File: src/rtl/shift_unit_controller_if.sv
// Request/response bundle for the shared shifter controller: two request ports
// and one registered response slot, all under valid/ready handshakes.
interface shift_unit_controller_if;
    logic        req0_valid;
    logic        req0_ready;
    logic [1:0]  req0_op;
    logic [31:0] req0_data;
    logic [4:0]  req0_amt;

    logic        req1_valid;
    logic        req1_ready;
    logic [1:0]  req1_op;
    logic [31:0] req1_data;
    logic [4:0]  req1_amt;

    logic        resp_valid;
    logic        resp_ready;
    logic [31:0] resp_data;
    logic        resp_id;

    modport master (
        output req0_valid, req0_op, req0_data, req0_amt,
        input  req0_ready,
        output req1_valid, req1_op, req1_data, req1_amt,
        input  req1_ready,
        input  resp_valid, resp_data, resp_id,
        output resp_ready
    );

    modport slave (
        input  req0_valid, req0_op, req0_data, req0_amt,
        output req0_ready,
        input  req1_valid, req1_op, req1_data, req1_amt,
        output req1_ready,
        output resp_valid, resp_data, resp_id,
        input  resp_ready
    );
endinterface

File: src/rtl/shift_unit_controller.sv
// Round-robin controller for one shared 32-bit right shifter; SLL/SRA/ROTR are
// built from right-shift passes with bit-reversal and inversion around the shifter.
module barrel_right_shifter (
    input  logic [31:0] i_data,
    input  logic [4:0]  i_amt,
    output logic [31:0] o_data
);
    assign o_data = i_data >> i_amt;
endmodule

module shift_unit_controller (
    input  logic             clock,
    input  logic             reset,
    shift_unit_controller_if.slave bus
);
    typedef enum logic [1:0] {IDLE, PASS1, PASS2, DONE} state_t;
    typedef enum logic [1:0] {OP_SLL = 2'b00, OP_SRL = 2'b01, OP_SRA = 2'b10, OP_ROTR = 2'b11} op_t;

    state_t      r_state;
    logic        r_last;
    op_t         r_op;
    logic [31:0] r_data;
    logic [4:0]  r_amt;
    logic        r_id;
    logic [31:0] r_partial;
    logic        r_resp_valid;
    logic [31:0] r_resp_data;
    logic        r_resp_id;

    logic        w_grant;
    logic        w_hs;
    logic [31:0] w_sh_in;
    logic [4:0]  w_sh_amt;
    logic [31:0] w_sh_out;
    logic [31:0] w_result;
    logic        w_invert;

    function automatic logic [31:0] bitrev(input logic [31:0] v);
        logic [31:0] r;
        r = '0;
        for (int unsigned i = 0; i < 32; i++)
            r[i] = v[31 - i];
        return r;
    endfunction

    // On contention the port that did not win last time gets the shifter.
    always_comb begin
        w_grant = 1'b0;
        if (bus.req0_valid && bus.req1_valid)
            w_grant = ~r_last;
        else
            w_grant = bus.req1_valid;
    end

    assign bus.req0_ready = (r_state == IDLE) && bus.req0_valid && !w_grant;
    assign bus.req1_ready = (r_state == IDLE) && bus.req1_valid && w_grant;
    assign w_hs = (bus.req0_valid && bus.req0_ready) || (bus.req1_valid && bus.req1_ready);

    assign w_invert = (r_op == OP_SRA) && r_data[31];

    // PASS2 is the left half of a rotate: reversed data, shifted by -amt mod 32.
    always_comb begin
        w_sh_in  = r_data;
        w_sh_amt = r_amt;
        if (r_state == PASS2) begin
            w_sh_in  = bitrev(r_data);
            w_sh_amt = 5'd0 - r_amt;
        end else if (r_op == OP_SLL) begin
            w_sh_in = bitrev(r_data);
        end else if (w_invert) begin
            w_sh_in = ~r_data;
        end
    end

    barrel_right_shifter u_shifter (
        .i_data (w_sh_in),
        .i_amt  (w_sh_amt),
        .o_data (w_sh_out)
    );

    always_comb begin
        w_result = w_sh_out;
        if (r_state == PASS2)
            w_result = r_partial | bitrev(w_sh_out);
        else if (r_op == OP_SLL)
            w_result = bitrev(w_sh_out);
        else if (w_invert)
            w_result = ~w_sh_out;
    end

    always_ff @(posedge clock or posedge reset) begin
        if (reset) begin
            r_state      <= IDLE;
            r_last       <= 1'b1;
            r_op         <= OP_SLL;
            r_data       <= '0;
            r_amt        <= '0;
            r_id         <= 1'b0;
            r_partial    <= '0;
            r_resp_valid <= 1'b0;
            r_resp_data  <= '0;
            r_resp_id    <= 1'b0;
        end else begin
            case (r_state)
                IDLE: begin
                    if (w_hs) begin
                        r_op    <= op_t'(w_grant ? bus.req1_op : bus.req0_op);
                        r_data  <= w_grant ? bus.req1_data : bus.req0_data;
                        r_amt   <= w_grant ? bus.req1_amt : bus.req0_amt;
                        r_id    <= w_grant;
                        r_last  <= w_grant;
                        r_state <= PASS1;
                    end
                end
                PASS1: begin
                    if (r_op == OP_ROTR) begin
                        r_partial <= w_sh_out;
                        r_state   <= PASS2;
                    end else begin
                        r_resp_data  <= w_result;
                        r_resp_id    <= r_id;
                        r_resp_valid <= 1'b1;
                        r_state      <= DONE;
                    end
                end
                PASS2: begin
                    r_resp_data  <= w_result;
                    r_resp_id    <= r_id;
                    r_resp_valid <= 1'b1;
                    r_state      <= DONE;
                end
                DONE: begin
                    if (bus.resp_ready) begin
                        r_resp_valid <= 1'b0;
                        r_state      <= IDLE;
                    end
                end
                default: r_state <= IDLE;
            endcase
        end
    end

    assign bus.resp_valid = r_resp_valid;
    assign bus.resp_data  = r_resp_data;
    assign bus.resp_id    = r_resp_id;
endmodule

File: src/flat_wrapper.sv
// flat-port wrapper written by rule: the top's interface ports become plain ports
module shift_unit_controller_flat 
  (clock, reset, bus_req0_valid, bus_req0_op, bus_req0_data, bus_req0_amt, bus_req0_ready, bus_req1_valid, bus_req1_op, bus_req1_data, bus_req1_amt, bus_req1_ready, bus_resp_valid, bus_resp_data, bus_resp_id, bus_resp_ready);
  shift_unit_controller_if bus_i ();
  input  logic clock;
  input  logic reset;
  input wire logic [$bits(bus_i.req0_valid)-1:0] bus_req0_valid;
  input wire logic [$bits(bus_i.req0_op)-1:0] bus_req0_op;
  input wire logic [$bits(bus_i.req0_data)-1:0] bus_req0_data;
  input wire logic [$bits(bus_i.req0_amt)-1:0] bus_req0_amt;
  output wire logic [$bits(bus_i.req0_ready)-1:0] bus_req0_ready;
  input wire logic [$bits(bus_i.req1_valid)-1:0] bus_req1_valid;
  input wire logic [$bits(bus_i.req1_op)-1:0] bus_req1_op;
  input wire logic [$bits(bus_i.req1_data)-1:0] bus_req1_data;
  input wire logic [$bits(bus_i.req1_amt)-1:0] bus_req1_amt;
  output wire logic [$bits(bus_i.req1_ready)-1:0] bus_req1_ready;
  output wire logic [$bits(bus_i.resp_valid)-1:0] bus_resp_valid;
  output wire logic [$bits(bus_i.resp_data)-1:0] bus_resp_data;
  output wire logic [$bits(bus_i.resp_id)-1:0] bus_resp_id;
  input wire logic [$bits(bus_i.resp_ready)-1:0] bus_resp_ready;
  assign bus_i.req0_valid = bus_req0_valid;
  assign bus_i.req0_op = bus_req0_op;
  assign bus_i.req0_data = bus_req0_data;
  assign bus_i.req0_amt = bus_req0_amt;
  assign bus_req0_ready = bus_i.req0_ready;
  assign bus_i.req1_valid = bus_req1_valid;
  assign bus_i.req1_op = bus_req1_op;
  assign bus_i.req1_data = bus_req1_data;
  assign bus_i.req1_amt = bus_req1_amt;
  assign bus_req1_ready = bus_i.req1_ready;
  assign bus_resp_valid = bus_i.resp_valid;
  assign bus_resp_data = bus_i.resp_data;
  assign bus_resp_id = bus_i.resp_id;
  assign bus_i.resp_ready = bus_resp_ready;
  shift_unit_controller u_core (.clock(clock), .reset(reset), .bus(bus_i));
endmodule
File: config.mk
export PLATFORM = sky130hd
export DESIGN_NAME = shift_unit_controller_flat
export DESIGN_NICKNAME = d
export VERILOG_FILES = /design/src/rtl/shift_unit_controller_if.sv /design/src/rtl/shift_unit_controller.sv /design/src/flat_wrapper.sv
export SDC_FILE = /design/constraint.sdc
export NUM_CORES = 1
export LEC_CHECK = 0
export BUFFER_PORTS_ARGS = -buffer_cell sky130_fd_sc_hd__buf_2
export CAP_MARGIN = 20
export CORE_MARGIN = 10
export CORE_UTILIZATION = 53
export DETAILED_ROUTE_END_ITERATION = 7
export GPL_ROUTABILITY_DRIVEN = 0
export HOLD_SLACK_MARGIN = 0.02
export PLACE_DENSITY = 0.79
export SLEW_MARGIN = 30
export SYNTH_ARGS = -nofsm -noshare
export SYNTH_HDL_FRONTEND = slang
export SYNTH_HIERARCHICAL = 1
export SYNTH_SLANG_ARGS = --single-unit
File: constraint.sdc
create_clock -name clock -period 3.5 [get_ports clock]
set_input_delay 0.875 -clock clock [delete_from_list [all_inputs] [get_ports clock]]
set_output_delay 0.875 -clock clock [all_outputs]
set_load 0.02 [all_outputs]
### After elaboration in Yosys (flattened, before gate mapping)

Index checks and enable logic that the tools add are counted.

* add/sub/neg operators: 1
* equality and inequality tests: 8
* shifts and indexed selects: 1
* mux-type cells: 22
* bitwise logic cells: 4
* reductions and logical operators: 19

Operators by type and width (number)
* two-way mux 32 bit: 8
* inverter 32 bit: 2
* case mux 32 bit (2 select lines): 1
* bitwise OR 32 bit: 1
* right shift 32 x 5 -> 32 bit: 1
* two-way mux 5 bit: 2
* equality test 2 bit (second input constant): 4
* logical AND 1 bit: 8
* case mux 2 bit (4 select lines): 1
* AND reduction 2 bit: 4
* two-way mux 2 bit: 3
* two-way mux 1 bit: 5
* subtractor 1 x 5 -> 5 bit (first input constant): 1
* zero test 2 bit: 2
* != test 2 bit (second input constant): 2
* case mux 1 bit (3 select lines): 1
* AND reduction 3 bit: 1
* nonzero test 3 bit: 1
* equality test 2 x 1 -> 1 bit (second input constant): 1
* != test 2 x 1 -> 1 bit (second input constant): 1
* case mux 1 bit (2 select lines): 1
* nonzero test 2 bit: 1
* zero test 1 bit: 1
* logical OR 1 bit: 1
* inverter 1 bit: 1

* register bits: 109
* bits of input ports: 83
* output and inout bits: 36
* logic and storage cells: 65

### Depth between registers and ports, before layout

Gate-level depths: netlist of the first run.

* depth after elaboration: 12
* mapped depth: 17
* mapped depth without buffers: 13

### By module

Netlist of the first run, hierarchy kept.

Modules (own cells, without submodules)
* shift_unit_controller: instances 1, cells each 688, area each 6078.3 um2, seq. area each 2728.9 um2
* barrel_right_shifter: instances 1, cells each 180, area each 1641.6 um2, seq. area each 0.0 um2

### Worst setup path after synthesis of the first run

OpenSTA, ideal clock, no wires.

* path type: register to register
* start point: reg u_core.r_state[0]
* end point: reg u_core.r_resp_data[26] (netlist: u_core/bus.resp_data[26])
* library setup time: 0.077 ns
* arrival: 3.468 ns
* required time: 3.423 ns
* path slack: -0.046 ns
* cell stages (with the launch flop): 16
* path buffers: 5
* clock period less this slack: 3.546 ns
* path through: dfrtp_1 > inv_1 > ha_1 > buf_2 > buf_2 > buf_1 > o21ai_0 > buf_2 > buf_1 > nand3b_1 > a41oi_1 > a2111oi_0 > nor2_1 > a31oi_1 > o22ai_1 > a21oi_1

* elaborated cells on any way between the ends: 15
* those cells by class: 3 x eq/ne; 1 x shift; 7 x mux; 2 x bitwise; 2 x reduce/logical

RTL lines
* from (decl): line shift_unit_controller.sv:19 `state_t r_state;`
* from (signal assigned): line shift_unit_controller.sv:93 `r_state <= IDLE;`
* from (signal assigned): line shift_unit_controller.sv:112 `r_state <= PASS1;`
* from (signal assigned): line shift_unit_controller.sv:118 `r_state <= PASS2;`
* equality test 2 bit (*): line shift_unit_controller.sv:65 `if (r_state == PASS2) begin`
* two-way mux 5 bit (*): line shift_unit_controller.sv:65
* via u_core.w_sh_amt[1]: line shift_unit_controller.sv:33 `logic [4:0] w_sh_amt;`
* right shift 32 x 5 -> 32 bit (*): line shift_unit_controller.sv:8 `assign o_data = i_data >> i_amt;`
* via u_core.w_sh_out[5]: line shift_unit_controller.sv:34 `logic [31:0] w_sh_out;`
* two-way mux 32 bit / bitwise OR 32 bit (equally long branches): line shift_unit_controller.sv:85, shift_unit_controller.sv:84
* two-way mux 32 bit (*): line shift_unit_controller.sv:83 `if (r_state == PASS2)`
* two-way mux 32 bit: line shift_unit_controller.sv:116 `if (r_op == OP_ROTR) begin`
* case mux 32 bit (2 select lines) (*): line shift_unit_controller.sv:104 `case (r_state)`
* to (signal assigned): line shift_unit_controller.sv:120 `r_resp_data <= w_result;`
* to (signal assigned): line shift_unit_controller.sv:127 `r_resp_data <= w_result;`
* to (decl): line shift_unit_controller.sv:27 `logic [31:0] r_resp_data;`

Mark *: on every way through the listed nets, which the timed path passes. The rest lies on a longest branch. The select of a mux whose other input is x is not followed.
A chain may end at the register's enable or synchronous reset.

### Final worst setup path of the first run

* start point: reg u_core.r_state[0]
* end point: reg u_core.r_resp_data[30] (netlist: u_core/bus.resp_data[30])

* elaborated cells on any way between the ends: 15
* those cells by class: 3 x eq/ne; 1 x shift; 7 x mux; 2 x bitwise; 2 x reduce/logical

RTL lines
* equality test 2 bit (*): line shift_unit_controller.sv:65
* two-way mux 32 bit (*): line shift_unit_controller.sv:65
* via u_core.w_sh_in[24]: line shift_unit_controller.sv:32 `logic [31:0] w_sh_in;`
* right shift 32 x 5 -> 32 bit (*): line shift_unit_controller.sv:8
* via u_core.w_sh_out[1]: line shift_unit_controller.sv:34
* two-way mux 32 bit / bitwise OR 32 bit (equally long branches): line shift_unit_controller.sv:85, shift_unit_controller.sv:84
* two-way mux 32 bit (*): line shift_unit_controller.sv:83
* two-way mux 32 bit: line shift_unit_controller.sv:116
* case mux 32 bit (2 select lines) (*): line shift_unit_controller.sv:104

Marks and branches as above.

==> summary.md, run 1 <==
| Metric | Value |
|---|---|
| Most used cell, CP | `mux4_2` |
| F_max | `approximately 300 MHz` |
| Die W | `approximately 140 um` |
| Mux contribution to synthesized area | `a little over a fifth` |
| Main synth FF type | `dfrtp_1` |
| Min cycle time layout | `3.36 ns` |
| Crit path cell chain | `inv_1 -> ha_2 -> o21bai_4 -> buf_4 -> o21ai_1 -> mux4_2 -> mux4_2 -> a221o_1 -> nor2_1 -> a31oi_1 -> o22ai_1 -> a21oi_1` |
| Worst r2r src | `u_core/r_state[0]` |
| WP buf/inv | `2` |
| Diodes inserted | `0` |
| CTS H-tree lvls | `3` |
| Met1 wire length | `approximately 9.1 mm` |
| Largest net degree at the start of global routing | `110` |
| Critical Path Slowest Stage Cell | `mux4_2` |
| GRT overflow | `0` |
| Synthesis-to-finish area growth | `16.3%` |
| Detailed Route Iter0 Violations | `770` |
| DR vias | `a little over 7000` |
| DR top layer | `met4` |
| Mapped Nets | `957` |
| DP Worst Slack | `0.0372 ns` |
| Vias per cell | `6.30` |
| DR pass1 iterations | `5` |
| Final worst setup slack | `0.135 ns` |
| RSZ-0062 raised after global routing | `yes` |
| Status | `complete, no violations` |
| Post-synth ARST share | `100%` |
| Largest family of logic cells by synthesized area | `multiplexers` |
| Synth Area in XOR/XNOR | `3.74%` |
| Hold Vio Cnt, Final | `0` |
| CTS tree | `done` |
| FP Rows | `44` |
| CP arrival | `3.60 ns` |
| Reg clk slew, reported paths | `about 0.080 ns` |
| Die Height | `141 um` |
| Synth unique cells | `57` |
| Fin. max-slew vios | `0` |
| Measured slew at the worst slew-check pin | `0.746 ns` |
| Sequential share of the synthesized area | `35.3%` |
| Top cell type's share of synthesized area | `approximately a third` |
| Hold depth | `1` |
| Synth Area in Compound Gates | `20.0%` |
| Clk root buf | `clkbuf_16` |
| Crit Path Category | `register to register` |
| Mapped Area | `between 7000 and 8000 um^2` |
| GRT Total Usage | `20.7%` |
| Nets | `1047` |
| Synth Area in Simple Gates | `13.2%` |
| DRT antenna net count | `0` |
| Post-route clock period utilization | `96.1%` |
| Seq cells post-synth | `109` |
| Routed wire length on met2 | `10.0 mm` |
| Min-delay src | `u_core/r_id` |
| Cell taking the most area after synthesis | `dfrtp_1` |
| Slew margin rel. | `50.2%` |
| Adder-Cell Fraction of Synth Area | `0.972%` |
| Detail Placement HPWL | `~15 mm` |
| Setup crit end kind | `register` |
| WP depth | `12` |
| Setup violations, final | `0` |
| Clk Latency, worst-skew pair | `0.37 ns` |
| Critical path peak fanout | `13` |
| Die area | `19800 um^2` |
| IO Pins | `approximately 120` |
| Starting Density | `53.5%` |
| Max-Cap Viols | `0` |
| TritonCTS Buffers | `9` |
| Hold Path Class | `register to register` |
| Worst endpoint required time | `about 3.7 ns` |
| CP peak stage delay | `0.54 ns` |
| Core Area | `roughly 14000 um^2` |
| Global-route wire length before repair | `34.6 mm` |
| Vias in the first global route | `between 6000 and 7000` |
| DRT Wirelength | `21.5 mm` |
| Top-count cell post-synth | `dfrtp_1` |
| Routed wire per std cell | `about 19 um` |
| DRC viols | `0` |
| CP startpoint kind | `register` |
| Most instantiated cells after synthesis | `dfrtp_1 (108), nand2_1 (91), nor2_1 (90), o21ai_0 (81), mux2i_1 (55)` |
| Top Family by Delay on Critical Path | `multiplexers` |
| Initial antenna violation count | `0` |
| Reg2Reg Setup Slack | `0.14 ns` |
| Warnings, synthesis | `6` |
| FF-to-FF path depth | `12` |
| Reg-to-Reg End | `u_core/bus.resp_data[30]` |
| # port buffers | `about 120` |
| Instance count of the mapped netlist | `between 800 and 900` |
| Avg Cell Area, Syn | `8.89 um^2` |
| Number of synthesized flops with an enable pin | `0` |
| Hold path endpoint | `u_core/r_id` |
| Top post-synthesis cells by area | `dfrtp_1 (35%), mux4_2 (8.5%), mux2i_1 (7.1%), mux2_2 (6.0%), o21ai_0 (5.3%)` |
| Clock sink total | `109` |
| Clock Skews | `approximately 0.0081 ns` |
| Worst-case clock buffer depth | `2` |
| Layout cell share with drive strength beyond 1 | `27.3%` |
| Met3 wire len | `1.76 mm` |
| Cts hold-fix bufs | `0` |
## layout by cell type (no fill, tap or decap), types with 4 or more instances in the layout
master     count
nor2_1        89
dfrtp_1      105
clkbuf_16     10
nand3_1       33
o22ai_1       35
xor2_1        30
mux4_2        29
buf_4         29
a21oi_1       50
a211oi_1       4
ha_1           5
mux2i_1       54
and2_1         5
inv_1          9
buf_12         4
mux2_2        41
o21ai_1       32
nand2_1       91
buf_2        118
o21ai_0       80
a22oi_1        7
nand2b_1       4
a31oi_1       21
## kinds of logic after synthesis
| group | after synthesis |
|---|---|
| XOR/XNOR | 33 |
| flip-flops | 109 |
| multiplexers | 125 |
| buffers and inverters | 88 |
| adder cells (fa/ha/maj) | 6 |
| AND/OR/NAND/NOR | 242 |
| AO/OA/AOI/OAI | 265 |
## routing by layer
| layer | global-route usage (%) | vias up |
|---|---|---|
| li1 | - | 3349 |
| met1 | 27.4 | 3445 |
| met2 | 32.1 | 368 |
| met3 | 4.87 | 61 |
| met4 | 8.15 | 0 |
| met5 | 0 | - |
## stage by stage
stage | area [um^2] | instances | hold slack [ns] | utilization [%] | TNS (ns)
after floorplan | 7720 | 868 | 0.444 | - | 0
after global placement | 8510 | 1123 | 0.455 | 59.0 | 0
after detailed placement | 8510 | 1123 | 0.461 | 59.0 | 0
after CTS | 8840 | 1139 | 0.479 | 61.3 | 0
after global routing | 8980 | 1147 | 0.508 | 62.2 | -0.0461
final | 8980 | 1147 | 0.475 | 62.2 | 0
## area by class of cell
type,instances,area (um^2)
clock buffers,9,225
fillers,1205,5450
inverters,11,45.0
clock inverters,7,97.6
multi-input cells,672,4700
repair buffers,155,947
flip-flops and latches,109,2730
well taps,184,230
## worst max-delay path by stage
stage / start / endpoint / slack (ns)
final: u_core/r_state[0] / u_core/bus.resp_data[30] / 0.14
after floorplan: u_core/r_state[0] / u_core/bus.resp_data[26] / 0.09
after global routing: u_core/r_state[0] / u_core/bus.resp_data[15] / -0.03
after global placement: u_core/r_state[0] / u_core/bus.resp_data[31] / 0.04
after CTS: u_core/r_state[0] / u_core/bus.resp_data[15] / 0.05
after detailed placement: u_core/r_state[0] / u_core/bus.resp_data[31] / 0.04
## what timing repair did
item                       in CTS  in global routing
setup endpoints to repair       1                 18
pin swaps                       0                  2
gates resized for setup         1                 11
cloned                          0                  2
setup buffers                   0                  6
## sequential cells by signal, summed over array words and instances, names as in the netlist
name and count:
u_core/bus.resp_data 32, u_core/bus.resp_id 1, u_core/r_partial 32, u_core/r_state 2, u_core/r_id 1, u_core/r_data 32, u_core/r_op 2, u_core/r_amt 5
u_core/r_last 1, u_core/bus.resp_valid 1
Power of run 1 is not shown: default switching activity piles up to over one toggle a cycle in this logic, so the estimate is an artifact.
==> inputs of run 2 (changes only) <==
--- a/config.mk
+++ b/config.mk
@@ -12,7 +12,7 @@
 export DETAILED_ROUTE_END_ITERATION = 7
 export GPL_ROUTABILITY_DRIVEN = 0
 export HOLD_SLACK_MARGIN = 0.02
-export PLACE_DENSITY = 0.79
+export PLACE_DENSITY = 0.77
 export SLEW_MARGIN = 30
 export SYNTH_ARGS = -nofsm -noshare
 export SYNTH_HDL_FRONTEND = slang
==> constraint.sdc (replaced) <==
create_clock -name clock -period 3 [get_ports clock]
set_input_delay 0.75 -clock clock [delete_from_list [all_inputs] [get_ports clock]]
set_output_delay 0.75 -clock clock [all_outputs]
set_load 0.02 [all_outputs]
==> run 2 against run 1 <==
Net effect: the flow now finishes with violations (negative setup slack); critical path depth grew 1; worst hold slack gained 0.0028 ns; flip-flop and latch count stayed put; die area stayed put; first-iteration DRC count down 17%; critical path type unchanged; critical endpoint unchanged; largest cell class unchanged.
==> summary.md, run 2 (synthesized netlist as in run 1, its figures left out) <==
| Metric | Value |
|---|---|
| Status | `finished, violations left` |
| Failing checks | `negative setup slack` |
| Clock sink total | `109 (unchanged)` |
| Worst r2r src | `u_core/r_state[0]` |
| Reg-to-Reg End | `u_core/bus.resp_data[30]` |
| Reg clk slew, reported paths | `0.07 ns (about the same)` |
| Slew margin rel. | `49.7% (-0.56 points)` |
| Post-route clock period utilization | `106% (+9.7 points)` |
| Core Area | `14400 um^2 (unchanged)` |
| Clk root buf | `clkbuf_16` |
| Setup violations, final | `26 (+26)` |
| Clk Latency, worst-skew pair | `0.37 ns (about the same)` |
| Layout cell share with drive strength beyond 1 | `37.4% (+10 points)` |
| FF-to-FF path depth | `13 (+1)` |
| TritonCTS Buffers | `9 (unchanged)` |
| FP Rows | `44 (unchanged)` |
| # port buffers | `118 (unchanged)` |
| Die W | `141 um (unchanged)` |
| DP Worst Slack | `-0.0759 ns (-0.113 ns)` |
| Hold Path Class | `input port to async pin` |
| DRT antenna net count | `0 (unchanged)` |
| Final worst setup slack | `-0.174 ns (-0.310 ns)` |
| F_max | `315 MHz (+6.0%)` |
| Global routing usage on met1 | `28.4% (+1.0 points)` |
| Detail Placement HPWL | `15.5 mm (+6.2%)` |
| CP startpoint kind | `register` |
| DR vias | `7530 (+4.3%)` |
| Min cycle time layout | `3.17 ns (-0.190 ns)` |
| Met2 Track Usage GR | `32.8% (+0.71 points)` |
| CP arrival | `3.41 ns (-0.19 ns)` |
| IO Pins | `119 (unchanged)` |
| Routed wire per std cell | `18.3 um (-2.2%)` |
| Synthesis-to-finish area growth | `28.0%` |
| Setup crit start | `u_core/r_state[0]` |
| Worst endpoint required time | `3.24 ns (-0.49 ns)` |
| Crit Path Category | `register to register` |
| Die Height | `141 um (unchanged)` |
| Clock Skews | `0.00865 ns (+0.000571 ns)` |
| Worst-case clock buffer depth | `2 (unchanged)` |
| Diodes inserted | `0 (unchanged)` |
| Reg2Reg Setup Slack | `-0.17 ns (-0.31 ns)` |
| Fin. max-slew vios | `0 (unchanged)` |
| Met3 Track Usage GR | `4.20% (-0.67 points)` |
| Vias in the first global route | `7268 (+6.1%)` |
| GRT overflow | `0 (unchanged)` |
| Starting Density | `53.5% (unchanged)` |
| Cts hold-fix bufs | `0 (unchanged)` |
| DRC viols | `0 (unchanged)` |
| Hold Vio Cnt, Final | `0 (unchanged)` |
| Measured slew at the worst slew-check pin | `0.755 ns (+0.00836 ns)` |
| Detailed Route Iter0 Violations | `637 (-17%)` |
| Die area | `19800 um^2 (unchanged)` |
| GRT busiest layer | `met2` |
| Vias per cell | `6.11 (-2.9%)` |
| Total negative slack | `-1.82 ns (-1.82 ns)` |
| Global-route wire length before repair | `36.0 mm (+4.0%)` |
| Critical path peak fanout | `12 (-1)` |
| Max-Cap Viols | `0 (unchanged)` |
| Largest net degree at the start of global routing | `80 (-27%)` |
| RSZ-0062 raised after global routing | `yes` |
| GRT Total Usage | `21.5% (+0.77 points)` |
| Initial antenna violation count | `0 (unchanged)` |
| CTS H-tree lvls | `3 (unchanged)` |
| DR pass1 iterations | `6 (+1)` |
| Setup crit end kind | `register` |
| DRT Wirelength | `22.5 mm (+5.0%)` |
| Most common cell after layout, fill and taps aside | `buf_2` |
| Nets | `1132 (+8.1%)` |
| Most frequent cells in the layout | `buf_2 (118), buf_4 (112), dfrtp_1 (107)` |
| CTS tree | `done` |
-- run 2: cell count changes in the layout (fill, tap and decap cells not counted), sizes merged --
cell,before,now
buf,154,240
clkbuf,10,13
clkinv,2,1
bufinv,2,1
clkinvlp,2,1
o21bai,2,1
-- run 2: how the worst max path moves through the flow --
| stage | end | slack, ns | cells after the start |
|---|---|---|---|
| 6_report | u_core/bus.resp_data[30] | -0.17 | 13 |
| 5_1_grt | u_core/bus.resp_data[30] | -0.29 | 12 |
| 4_1_cts | u_core/bus.resp_data[30] | -0.08 | 12 |
| 3_5_place_dp | u_core/bus.resp_data[31] | -0.08 | 13 |
| 3_3_place_gp | u_core/bus.resp_data[31] | 0.005 | 12 |
| 2_1_floorplan | u_core/bus.resp_data[30] | -0.001 | 14 |
-- run 2: per-layer routing --
| metal | part of all wire (%) | wire length [um] | up-vias |
|---|---|---|---|
| met1 | 43 | 9650 | 3566 |
| met3 | 7.8 | 1750 | 70 |
| met2 | 46 | 10300 | 379 |
| li1 | - | - | 3515 |
| met4 | 3.6 | 802 | 0 |
| met5 | 0 | 0 | - |
-- run 2: layout make-up --
cell class                 count  area (um^2)
multi-input combinational    671         4920
fill                        1094         4540
sequential                   109         2730
timing repair buffer         241         1650
clock buffer                  12          256
tap                          184          230
clock inverter                 4         52.6
inverter                      11         45.0
-- run 2: metrics by stage --
step | cells | utilization [%] | hold WS [ns] | cell area, um^2
detailed placement | 1204 | 63.8 | 0.494 | 9200
finish | 1232 | 68.5 | 0.478 | 9880
global placement | 1204 | 63.8 | 0.458 | 9200
global route | 1232 | 68.5 | 0.517 | 9880
CTS | 1223 | 66.7 | 0.495 | 9620
floorplan | 868 | - | 0.444 | 7840
-- run 2: what timing repair did --
action / 4_1_cts / 5_1_grt
gates cloned: 1 / 2
hold endpoints to repair: 0 / 0
buffers inserted: 2 / 7
gates resized for setup: 19 / 44
pin swaps: 5 / 9
setup endpoints to repair: 15 / 44
-- run 2: critical path, stage by stage, from the launching register on --
cell       delay (ns)
dfrtp_1          0.36
inv_2            0.04
ha_2             0.18
o21bai_4         0.21
clkbuf_16        0.19
nand2_1          0.08
o21ai_1          0.15
mux4_2           0.52
mux4_2           0.49
a221o_1          0.42
nor2_1           0.12
a31oi_1          0.05
o22ai_1          0.14
a21oi_1          0.09
Power of run 2 is left out for the same reason.
==> inputs of run 3 (changes only) <==
--- a/config.mk
+++ b/config.mk
@@ -5,11 +5,11 @@
 export SDC_FILE = /design/constraint.sdc
 export NUM_CORES = 1
 export LEC_CHECK = 0
-export BUFFER_PORTS_ARGS = -buffer_cell sky130_fd_sc_hd__buf_2
 export CAP_MARGIN = 20
 export CORE_MARGIN = 10
-export CORE_UTILIZATION = 53
+export CORE_UTILIZATION = 59
 export DETAILED_ROUTE_END_ITERATION = 7
+export DONT_BUFFER_PORTS = 1
 export GPL_ROUTABILITY_DRIVEN = 0
 export HOLD_SLACK_MARGIN = 0.02
 export PLACE_DENSITY = 0.77
==> constraint.sdc (replaced) <==
create_clock -name clock -period 2.9 [get_ports clock]
set_input_delay 0.725 -clock clock [delete_from_list [all_inputs] [get_ports clock]]
set_output_delay 0.725 -clock clock [all_outputs]
set_load 0.02 [all_outputs]
==> run 3 against run 2 <==
Net effect: the run still ends with negative setup slack left; global-route usage is 3.2 points higher; clock skew is 0.0027 ns higher; flip-flop and latch count stayed put; count of clock-buffer cells in the layout is 2 lower; die area is 8.8% lower; setup slack worse by 0.18 ns; utilization is 5.6 points higher; critical path type unchanged.
==> summary.md, run 3 (synthesized netlist as in run 1, its figures left out) <==
| Metric | Value |
|---|---|
| Synthesis-to-finish area growth | `22.1%` |
| Most frequent cells in the layout | `buf_4 (113), dfrtp_1 (107), nand2_1 (88)` |
| RSZ-0062 raised after global routing | `yes` |
| Non-Filler Cell Area, Final | `9430 um^2 (-4.6%)` |
| Measured slew at the worst slew-check pin | `0.906 ns (+0.151 ns)` |
| Clk Latency, worst-skew pair | `0.37 ns (about the same)` |
| Diodes inserted | `0 (unchanged)` |
| FP Rows | `41 (-6.8%)` |
| Hold Vio Cnt, Final | `0 (unchanged)` |
| Clock Skews | `0.0113 ns (+0.00268 ns)` |
| Routed wire per std cell | `21.9 um (+20%)` |
| Status | `finished, violations left` |
| Fin. max-slew vios | `0 (unchanged)` |
| Global-route wire length before repair | `36.7 mm (+2.0%)` |
| Setup violations, final | `48 (+85%)` |
| Failing checks | `negative setup slack` |
| Die area | `18100 um^2 (-8.8%)` |
| Vias in the first global route | `7221 (-0.65%)` |
| CP arrival | `3.51 ns (+0.10 ns)` |
| IO Pins | `119 (unchanged)` |
| DR vias | `7410 (-1.6%)` |
| Die W | `134 um (-4.5%)` |
| Setup crit end kind | `register` |
| Largest net degree at the start of global routing | `66 (-18%)` |
| FF-to-FF path depth | `13 (unchanged)` |
| Detail Placement HPWL | `16.3 mm (+4.6%)` |
| # port buffers | `0 (-100%)` |
| TritonCTS Buffers | `9 (unchanged)` |
| Starting Density | `60.7% (+7.2 points)` |
| Die Height | `134 um (-4.5%)` |
| Core Area | `12700 um^2 (-12%)` |
| F_max | `307 MHz (-2.6%)` |
| Reg clk slew, reported paths | `0.08 ns (about the same)` |
| GRT Total Usage | `24.6% (+3.2 points)` |
| CP startpoint kind | `register` |
| Worst-case clock buffer depth | `2 (unchanged)` |
| Reg-to-Reg End | `u_core/bus.resp_data[30]` |
| Detailed Route Iter0 Violations | `1026 (+61%)` |
| Hold Path Class | `input port to async pin` |
| Nets | `1015 (-10%)` |
| Critical path peak fanout | `21 (+9)` |
| DRT Wirelength | `24.1 mm (+7.2%)` |
| Post-route clock period utilization | `112% (+6.5 points)` |
| GRT overflow | `0 (unchanged)` |
| Area after DPL | `8560 um^2 (-6.9%)` |
| Worst r2r src | `u_core/r_state[0]` |
| Worst endpoint required time | `3.15 ns (-0.09 ns)` |
| CTS H-tree lvls | `3 (unchanged)` |
| Cts hold-fix bufs | `0 (unchanged)` |
| DRC viols | `0 (unchanged)` |
| Reg2Reg Setup Slack | `-0.36 ns (-0.18 ns)` |
| Layout cell share with drive strength beyond 1 | `31.7% (-5.7 points)` |
| Most common cell after layout, fill and taps aside | `buf_4` |
| Final worst setup slack | `-0.357 ns (-0.183 ns)` |
| DRT antenna net count | `0 (unchanged)` |
| Min cycle time layout | `3.26 ns (+0.0832 ns)` |
| Clock sink total | `109 (unchanged)` |
| Initial antenna violation count | `0 (unchanged)` |
| Slew margin rel. | `39.4% (-10 points)` |
| Vias per cell | `6.72 (+9.9%)` |
| Max-Cap Viols | `0 (unchanged)` |
| CTS tree | `done` |
| DR pass1 iterations | `6 (unchanged)` |
| Crit Path Category | `register to register` |
| Clk root buf | `clkbuf_16` |
-- run 3: area by class of cell --
type / instances / area [um^2]
flip-flops and latches: 109 / 2730
inverters: 11 / 47.5
fillers: 923 / 3300
repair buffers: 124 / 1070
clock buffers: 10 / 239
multi-input cells: 671 / 5030
clock inverters: 6 / 91.3
well taps: 172 / 215
-- run 3: repair_timing --
action                     in CTS  in global routing
setup buffers                   6                  9
pin swaps                       6                 23
gates resized for setup        26                 56
setup endpoints to repair      41                 48
gates cloned                    1                  2
-- run 3: worst max-delay path, stage by stage (launching register included) --
cell and delay [ns]:
dfrtp_1 0.39, inv_2 0.05, ha_2 0.18, o21bai_4 0.22, buf_12 0.18, nand2_1 0.07
o21ai_1 0.15, mux4_2 0.56, mux4_2 0.52, a221o_1 0.40, nor2_1 0.16, nand3_1 0.09
o21ai_0 0.11, a21oi_1 0.06
-- run 3: metal layers --
metal  GRT usage, %  part of all wire, %  up-vias
met1           29.8                   38     3579
met5              0                    0        -
met3           4.82                  8.7       90
met2           40.8                   49      470
li1               -                    -     3271
met4           12.6                  4.0        0
-- run 3: worst max-delay path by stage --
| stage | slack [ns] | startpoint | cells past startpoint | end |
|---|---|---|---|---|
| 6_report | -0.36 | u_core/r_state[0] | 13 | u_core/bus.resp_data[30] |
| 3_3_place_gp | -0.11 | u_core/r_data[31] | 14 | u_core/bus.resp_data[29] |
| 2_1_floorplan | -0.10 | u_core/r_data[31] | 14 | u_core/bus.resp_data[30] |
| 4_1_cts | -0.21 | u_core/r_state[0] | 13 | u_core/bus.resp_data[29] |
| 5_1_grt | -0.43 | u_core/r_state[0] | 12 | u_core/bus.resp_data[1] |
| 3_5_place_dp | -0.31 | u_core/r_data[31] | 14 | u_core/bus.resp_data[29] |
-- run 3: through the flow --
stage / instances / TNS [ns] / util [%] / hold slack, ns / setup WS [ns]
floorplan: 868 / -0.240 / - / 0.444 / -0.101
global placement: 1069 / -0.987 / 67.3 / 0.462 / -0.107
detailed placement: 1069 / -4.31 / 67.3 / 0.474 / -0.311
CTS: 1092 / -2.52 / 71.3 / 0.206 / -0.213
global route: 1103 / -11.53 / 74.1 / 0.226 / -0.432
finish: 1103 / -7.81 / 74.1 / 0.206 / -0.357
Power of run 3 is left out for the same reason.
